<file path="src/rtl/hazard_ctrl.sv">
// hazard_ctrl: hazard controller for the 5-stage RISC-V pipeline.
//   - E-stage operand forwarding. M has priority over W, and x0 is never forwarded.
//   - Load-use stall detection in Decode.
//   - Branch/jump flush of D and E.
//   - Multi-cycle execute (MUL/DIV) stall FSM with an MD_LAT-cycle E occupancy.
//   - Saturating stall-cycle performance counter.
// Ports:
//   clk, rst_n              clock, asynchronous active-low reset
//   Rs1D/Rs2D, Rs1E/Rs2E    source registers in D and E
//   RdE/RdM/RdW             destination registers in E/M/W
//   RegWriteM/RegWriteW     register write enables in M/W
//   ResultSrcE0             E-stage instruction is a load
//   PCSrcE                  non-zero: taken branch/jump resolved in E
//   MdStartE                first cycle of a multi-cycle op in E
//   ForwardAE/ForwardBE     operand mux selects (00 regfile, 01 W, 10 M)
//   StallF/StallD/StallE    pipeline register holds
//   FlushD/FlushE/FlushM    pipeline register clears
//   MdBusy                  FSM is in MD_RUN
//   StallCnt                stalled cycles since reset (saturating)
module hazard_ctrl #(
  parameter int REG_AW = 5,
  parameter int MD_LAT = 4,
  parameter int CNT_W  = 16
) (
  input  logic              clk,
  input  logic              rst_n,
  input  logic [REG_AW-1:0] Rs1D,
  input  logic [REG_AW-1:0] Rs2D,
  input  logic [REG_AW-1:0] Rs1E,
  input  logic [REG_AW-1:0] Rs2E,
  input  logic [REG_AW-1:0] RdE,
  input  logic [REG_AW-1:0] RdM,
  input  logic [REG_AW-1:0] RdW,
  input  logic              RegWriteM,
  input  logic              RegWriteW,
  input  logic              ResultSrcE0,
  input  logic [1:0]        PCSrcE,
  input  logic              MdStartE,
  output logic [1:0]        ForwardAE,
  output logic [1:0]        ForwardBE,
  output logic              StallF,
  output logic              StallD,
  output logic              StallE,
  output logic              FlushD,
  output logic              FlushE,
  output logic              FlushM,
  output logic              MdBusy,
  output logic [CNT_W-1:0]  StallCnt
);

  localparam int CW       = $clog2(MD_LAT) + 1;
  localparam bit MD_MULTI = (MD_LAT > 1);

  typedef enum logic {
    IDLE,
    MD_RUN
  } state_e;

  state_e            state_q, state_d;
  logic [CW-1:0]     cnt_q, cnt_d;
  logic              md_busy_q, md_busy_d;
  logic [CNT_W-1:0]  stall_cnt_q, stall_cnt_d;

  logic              md_stall;
  logic              lw_stall;
  logic              branch;
  logic              stall_any;
  logic [1:0]        fwd_a, fwd_b;

  // Forwarding select.
  always_comb begin
    fwd_a = 2'b00;
    if (RegWriteM && (Rs1E == RdM) && (Rs1E != '0))      fwd_a = 2'b10;
    else if (RegWriteW && (Rs1E == RdW) && (Rs1E != '0)) fwd_a = 2'b01;

    fwd_b = 2'b00;
    if (RegWriteM && (Rs2E == RdM) && (Rs2E != '0))      fwd_b = 2'b10;
    else if (RegWriteW && (Rs2E == RdW) && (Rs2E != '0)) fwd_b = 2'b01;
  end

  // Multi-cycle FSM next state. The counter is loaded with MD_LAT-1 on entry.
  // On the cnt==1 cycle E is released, so the stall window is MD_LAT-1 cycles long.
  always_comb begin
    state_d = state_q;
    cnt_d   = cnt_q;
    unique case (state_q)
      IDLE: begin
        if (MdStartE && MD_MULTI) begin
          state_d = MD_RUN;
          cnt_d   = CW'(MD_LAT - 1);
        end
      end
      MD_RUN: begin
        cnt_d = cnt_q - CW'(1);
        if (cnt_q == CW'(1)) state_d = IDLE;
      end
      default: begin
        state_d = IDLE;
        cnt_d   = '0;
      end
    endcase
    md_busy_d = (state_d == MD_RUN);
  end

  // Stall, flush and counter logic.
  always_comb begin
    md_stall  = ((state_q == IDLE) && MdStartE && MD_MULTI) ||
                ((state_q == MD_RUN) && (cnt_q > CW'(1)));
    lw_stall  = ResultSrcE0 && (RdE != '0) &&
                ((Rs1D == RdE) || (Rs2D == RdE)) && !md_busy_q;
    branch    = (PCSrcE != 2'b00);
    stall_any = md_stall || lw_stall;

    stall_cnt_d = stall_cnt_q;
    if (stall_any && (stall_cnt_q != '1)) stall_cnt_d = stall_cnt_q + CNT_W'(1);
  end

  always_ff @(posedge clk or negedge rst_n) begin
    if (!rst_n) begin
      state_q     <= IDLE;
      cnt_q       <= '0;
      md_busy_q   <= 1'b0;
      stall_cnt_q <= '0;
    end else begin
      state_q     <= state_d;
      cnt_q       <= cnt_d;
      md_busy_q   <= md_busy_d;
      stall_cnt_q <= stall_cnt_d;
    end
  end

  // The combinational outputs are gated by rst_n so that they read 0 while
  // reset is held. They drop asynchronously when reset is asserted mid-run.
  // During a multi-cycle stall the held E instruction is never flushed.
  always_comb begin
    ForwardAE = rst_n ? fwd_a : 2'b00;
    ForwardBE = rst_n ? fwd_b : 2'b00;
    StallF    = rst_n && stall_any;
    StallD    = rst_n && stall_any;
    StallE    = rst_n && md_stall;
    FlushM    = rst_n && md_stall;
    FlushD    = rst_n && !md_stall && branch;
    FlushE    = rst_n && !md_stall && (lw_stall || branch);
    MdBusy    = md_busy_q;
    StallCnt  = stall_cnt_q;
  end

endmodule

</file>
<file path="config.mk">
export PLATFORM = sky130hd
export DESIGN_NAME = hazard_ctrl
export DESIGN_NICKNAME = d
export VERILOG_FILES = /design/src/rtl/hazard_ctrl.sv
export SDC_FILE = /design/constraint.sdc
export NUM_CORES = 1
export LEC_CHECK = 0
export BUFFER_PORTS_ARGS = -buffer_cell sky130_fd_sc_hd__buf_2
export CAP_MARGIN = 10
export CORE_MARGIN = 1
export CORE_UTILIZATION = 45
export CTS_BUF_LIST = sky130_fd_sc_hd__clkbuf_16
export CTS_CLUSTER_DIAMETER = 50
export CTS_CLUSTER_SIZE = 30
export DETAILED_ROUTE_END_ITERATION = 10
export PLACE_DENSITY_LB_ADDON = 0.05
export SYNTH_ARGS = -nofsm -noshare
export SYNTH_HDL_FRONTEND = slang
export SYNTH_SLANG_ARGS = --single-unit
export TNS_END_PERCENT = 20
</file>
<file path="constraint.sdc">
create_clock -name clk -period 2.3 [get_ports clk]
set_clock_uncertainty 0.2 [all_clocks]
set_input_delay 0.345 -clock clk [delete_from_list [all_inputs] [get_ports clk]]
set_output_delay 0.345 -clock clk [all_outputs]
set_load 0.02 [all_outputs]
</file>
# Word level (Yosys, flattened, before mapping)
# Cells that the tools add are included.
# classes
n_addsub	2
order_cmp	1
n_eq_ne	9
mux	11
bitwise_logic	1
reduce_logical	29
# op_table
op	n
== test 5 bit	6
logical AND 1 bit	19
adder 16 x 1 -> 16 bit (second input constant)	1
!= test 16 bit (second input constant)	1
nonzero test 5 bit	3
2-to-1 mux 2 bit	4
case mux 3 bit (2 select lines)	1
logical OR 1 bit	4
2-to-1 mux 1 bit	4
== test 3 x 1 -> 1 bit (second input constant)	1
greater-than comparator 3 x 1 -> 1 bit (second input constant)	1
2-to-1 mux 3 bit	1
subtractor 3 x 1 -> 3 bit (second input constant)	1
zero test 1 bit	2
!= test 2 bit (second input constant)	1
case mux 1 bit (2 select lines)	1
nonzero test 2 bit	1
NOT 1 bit	1
# word_totals
reg_bits	20
out_inout_bits	27
elab_cells	56

# Logic depth before layout (Yosys ltp)
# logic_depth
ltp_word	6
mapped_depth	8

# Worst setup path after synthesis
# No wires, ideal clock.
# synth_timing
path_kind	input port to output port
startpoint	input RdE[1]
endpoint	output StallF
arrival_ps	1828
slack_ps	-73
stages	7
path_buffers	2
cell_sequence	or4_1 nor2_2 nor3b_2 a21o_4 buf_6 and2_1 buf_4
# synth_between
elab_chain_len	6
word_cells_on_any_way	9
# synth_lines
element	line	text
start: declaration	31	input logic [REG_AW-1:0] RdE,
== test 5 bit / nonzero test 5 bit (equally long branches)	110, 109	
logical OR 1 bit / logical AND 1 bit (equally long branches)	110, 109	
logical AND 1 bit (*)	109	lw_stall = ResultSrcE0 && (RdE != '0) &&
logical AND 1 bit (*)	110	((Rs1D == RdE) || (Rs2D == RdE)) && !md_busy_q;
logical OR 1 bit (*)	112	stall_any = md_stall || lw_stall;
logical AND 1 bit (*)	-	
end: declaration	41	output logic StallF,
# Mark *: on every way between the ends. The rest lies on a longest branch, timed or not.

# Final worst setup path
# layout_timing
startpoint	register cnt_q[1]
endpoint	output FlushE
# layout_between
elab_chain_len	6
# layout_lines
element	line	text
start: declaration	60	logic [CW-1:0] cnt_q, cnt_d;
start signal: assignment	126	cnt_q <= cnt_d;
greater-than comparator 3 x 1 -> 1 bit	108	((state_q == MD_RUN) && (cnt_q > CW'(1)));
logical AND 1 bit	108	
logical OR 1 bit	107	md_stall = ((state_q == IDLE) && MdStartE && MD_MULTI) ||
zero test 1 bit	143	FlushE = rst_n && !md_stall && (lw_stall || branch);
logical AND 1 bit (2 in a row)	143	
end: declaration	45	output logic FlushE,
# Every way passes these cells.

==> results.py <==
metrics = {
    "sta": {
        "fmax_mhz": 444,
        "tightestPinTransition_ns": 0.417,
        "setup_viol": 0,
        "period_share_pct": 97.9,
        "period_minus_slack_ns": 2.25,
        "maxSlewHeadroom_pct": 72.1,
        "finalHoldViolations": 0,
        "drv_slew": 0,
        "rsz0062_at_grt": "true",
    },
    "layout": {
        "syn_to_final_growth_pct": 41.6,
        "num_antenna_cells": 0,
        "layout_common_cells": "buf_2, xnor2_1, dfrtp_1",
        "post-route-util_pct": 69.1,
        "final_cells": 293,
        "nNetsFinal": 296,
        "stdcell_area_um2": 2180,
        "layout_commonest_cell": "buf_2",
        "n_fill_cell": 277,
        "drive_above_1_share_pct": 43.8,
    },
    "floorplan": {
        "die_w_um": 60.5,
        "die_area_um2": 3660,
        "dieHeight_um": 60.5,
        "io_pins": 70,
        "fp.coreArea_um2": 3150,
        "num_rows": 20,
        "initial_core_util_pct": 48.8,
    },
    "clocking": {
        "cts_tree": "done",
        "htreeDepth": 1,
        "clock_latency_ns": 0.26,
        "numCtsBuffers": 3,
        "cts-root-buf": "clkbuf_16",
        "cts.path.max_buffers": 2,
        "cts_sinks": 20,
        "clkTransAtPathRegs_ns": 0.06,
    },
    "status": {
        "status": "finished, final reports clean",
    },
    "worst_hold_path": {
        "hold_path_depth": 3,
        "min-delay-start": "MdStartE",
        "hold_path_class": "primary input to flip-flop",
        "holdPathEnd": "cnt_q[0]",
    },
    "synthesis": {
        "yosysSeqAreaShare_pct": 32.5,
        "syn_inst": 163,
        "syn_nets": 209,
        "syn_avg_cell_area_um2": 9.44,
        "ys_types": 38,
        "ys_seq_elements": 20,
        "yosysWarnings": 0,
        "netlist_area_um2": 1540,
    },
    "place": {
        "gp_congestion": 0.852,
        "numPortBuffers": 69,
        "placedInstanceArea_um2": 1970,
        "dp_cells": 279,
        "dp_hpwl_mm": 2.93,
    },
    "worst_setup_path": {
        "r2r-end": "StallCnt[1]",
        "r2r-start": "StallCnt[0]",
        "critPathKind": "flip-flop to output pin",
        "r2r_cells": 6,
        "cp.required_ns": 1.75,
        "cp-end-kind": "output pin",
        "cp_max_fo": 3,
        "ff2ff_setup_slack_ns": 0.23,
        "start_kind": "flip-flop",
        "cp.arrival_ns": 1.71,
    },
    "run": {
        "maxCapViolCount": 0,
    },
    "pwr": {
        "p_leak_uw": 0.00106,
        "powerDensity_nw_per_um2": 980,
        "vdd_ir_drop_max_mv": 0.727,
    },
    "global_route": {
        "grt_pass1_vias": 1435,
        "grt-ovfl-total": 0,
        "antenna_found_initial": 0,
        "grt_pass1_wl_mm": 5.96,
        "grt_util_all_layers_pct": 21.6,
        "grt_max_degree": 22,
    },
    "route": {
        "drt-pass1-iter-count": 4,
        "ant_nets": 0,
        "drt-total-wl_mm": 3.80,
        "drt-initial-drc-count": 63,
        "drc": 0,
        "via_per_inst": 5.16,
        "vias": 1511,
        "wl_per_cell_um": 13.0,
    },
}
==> layout make-up <==
cell class                      instances  area [um^2]  share of cell area, %
Multi-Input combinational cell        134         1010                   46.6
Sequential cell                        20          500                   23.0
Timing Repair Buffer                   87          489                   22.4
Clock buffer                            3         75.1                   3.44
Tap cell                               44         55.1                   2.53
Clock inverter                          1         30.0                   1.38
Inverter                                4         15.0                  0.689
==> metrics by stage <==
| step | hold WS [ns] | total power, uW | TNS (ns) | setup slack [ns] |
|---|---|---|---|---|
| 2_1_floorplan | -0.151 | 1210 | -0.0689 | -0.0600 |
| 3_3_place_gp | -0.0379 | 1450 | 0 | 0.0420 |
| 3_5_place_dp | -0.0365 | 1470 | 0 | 0.0417 |
| 4_1_cts | 0.186 | 2010 | 0 | 0.0191 |
| 5_1_grt | 0.209 | 2270 | -0.0139 | -0.0139 |
| 6_report | 0.176 | 2140 | 0 | 0.0477 |
==> critical path, cell delays in order, from the launching register on <==
cell and delay, ns:
dfrtp_1 0.38, inv_2 0.05, ha_2 0.18, o21bai_4 0.17, a21oi_2 0.22, nor3_2 0.09, a41o_1 0.21, buf_4 0.15
==> flip-flops by register name, summed over array words and instances (netlist names) <==
register and count:
StallCnt 16, cnt_q 3, MdBusy 1
==> metal layers <==
metal  wire [um]  track usage (%)
met1        1640             26.1
met2        1890             38.0
met3         212             4.05
met4          57             8.44
met5           0                0
==> how the worst max path moves through the flow <==
stage | from | endpoint | slack [ns] | depth (start not counted)
after floorplan | MdBusy | FlushE | -0.06 | 5
after global placement | RdE[1] | StallD | 0.04 | 7
after detailed placement | RdE[1] | StallD | 0.04 | 7
after CTS | cnt_q[0] | FlushE | 0.02 | 6
after global routing | cnt_q[1] | FlushE | -0.01 | 7
final | cnt_q[1] | FlushE | 0.05 | 7
==> synth_stat cells (all sizes together) <==
cell | count | area (um^2)
xnor2 | 33 | 289
nor4 | 4 | 25.0
a22oi | 1 | 12.5
nand4 | 6 | 37.5
o21bai | 1 | 7.51
a21o | 4 | 37.5
mux2 | 5 | 56.3
and3 | 10 | 62.6
and2 | 3 | 18.8
nand2b | 1 | 6.26
nand3 | 19 | 125
a21oi | 5 | 25.0
a41oi | 1 | 16.3
or4 | 3 | 22.5
o31a | 1 | 8.76
ha | 3 | 37.5
nor3b | 1 | 12.5
nor2b | 1 | 6.26
nand2 | 7 | 28.8
o22ai | 1 | 6.26
a22o | 1 | 8.76
a41o | 1 | 10.0
and4 | 1 | 8.76
inv | 4 | 15.0
o21ai | 2 | 10.0
dfrtp | 20 | 500
nor2 | 8 | 32.5
or2 | 1 | 6.26
nor3 | 5 | 25.0
buf | 5 | 36.3
xor2 | 5 | 43.8
==> logic make-up after synthesis <==
family / count (synthesis) / share of synthesized area [%]
flip-flops: 20 / 32.5
buffers and inverters: 9 / 3.33
XOR/XNOR: 38 / 21.6
AND/OR/NAND/NOR: 70 / 27.2
AO/OA/AOI/OAI: 18 / 9.27
adder cells (fa/ha/maj): 3 / 2.44
multiplexers: 5 / 3.66
==> power by group <==
group,internal [uW],switching (uW),total (uW)
clock network,346,136,481
registers,455,112,567
logic,524,563,1090
==> repair_timing <==
action                                 CTS  global route
resized for setup                        2             7
pin swaps                                1             3
endpoints found under the hold margin   20             0
buffers inserted                         2             7
hold buffers                             1             0
setup endpoints to repair                3             4
No activity file was read; power rests on OpenSTA's default activity.
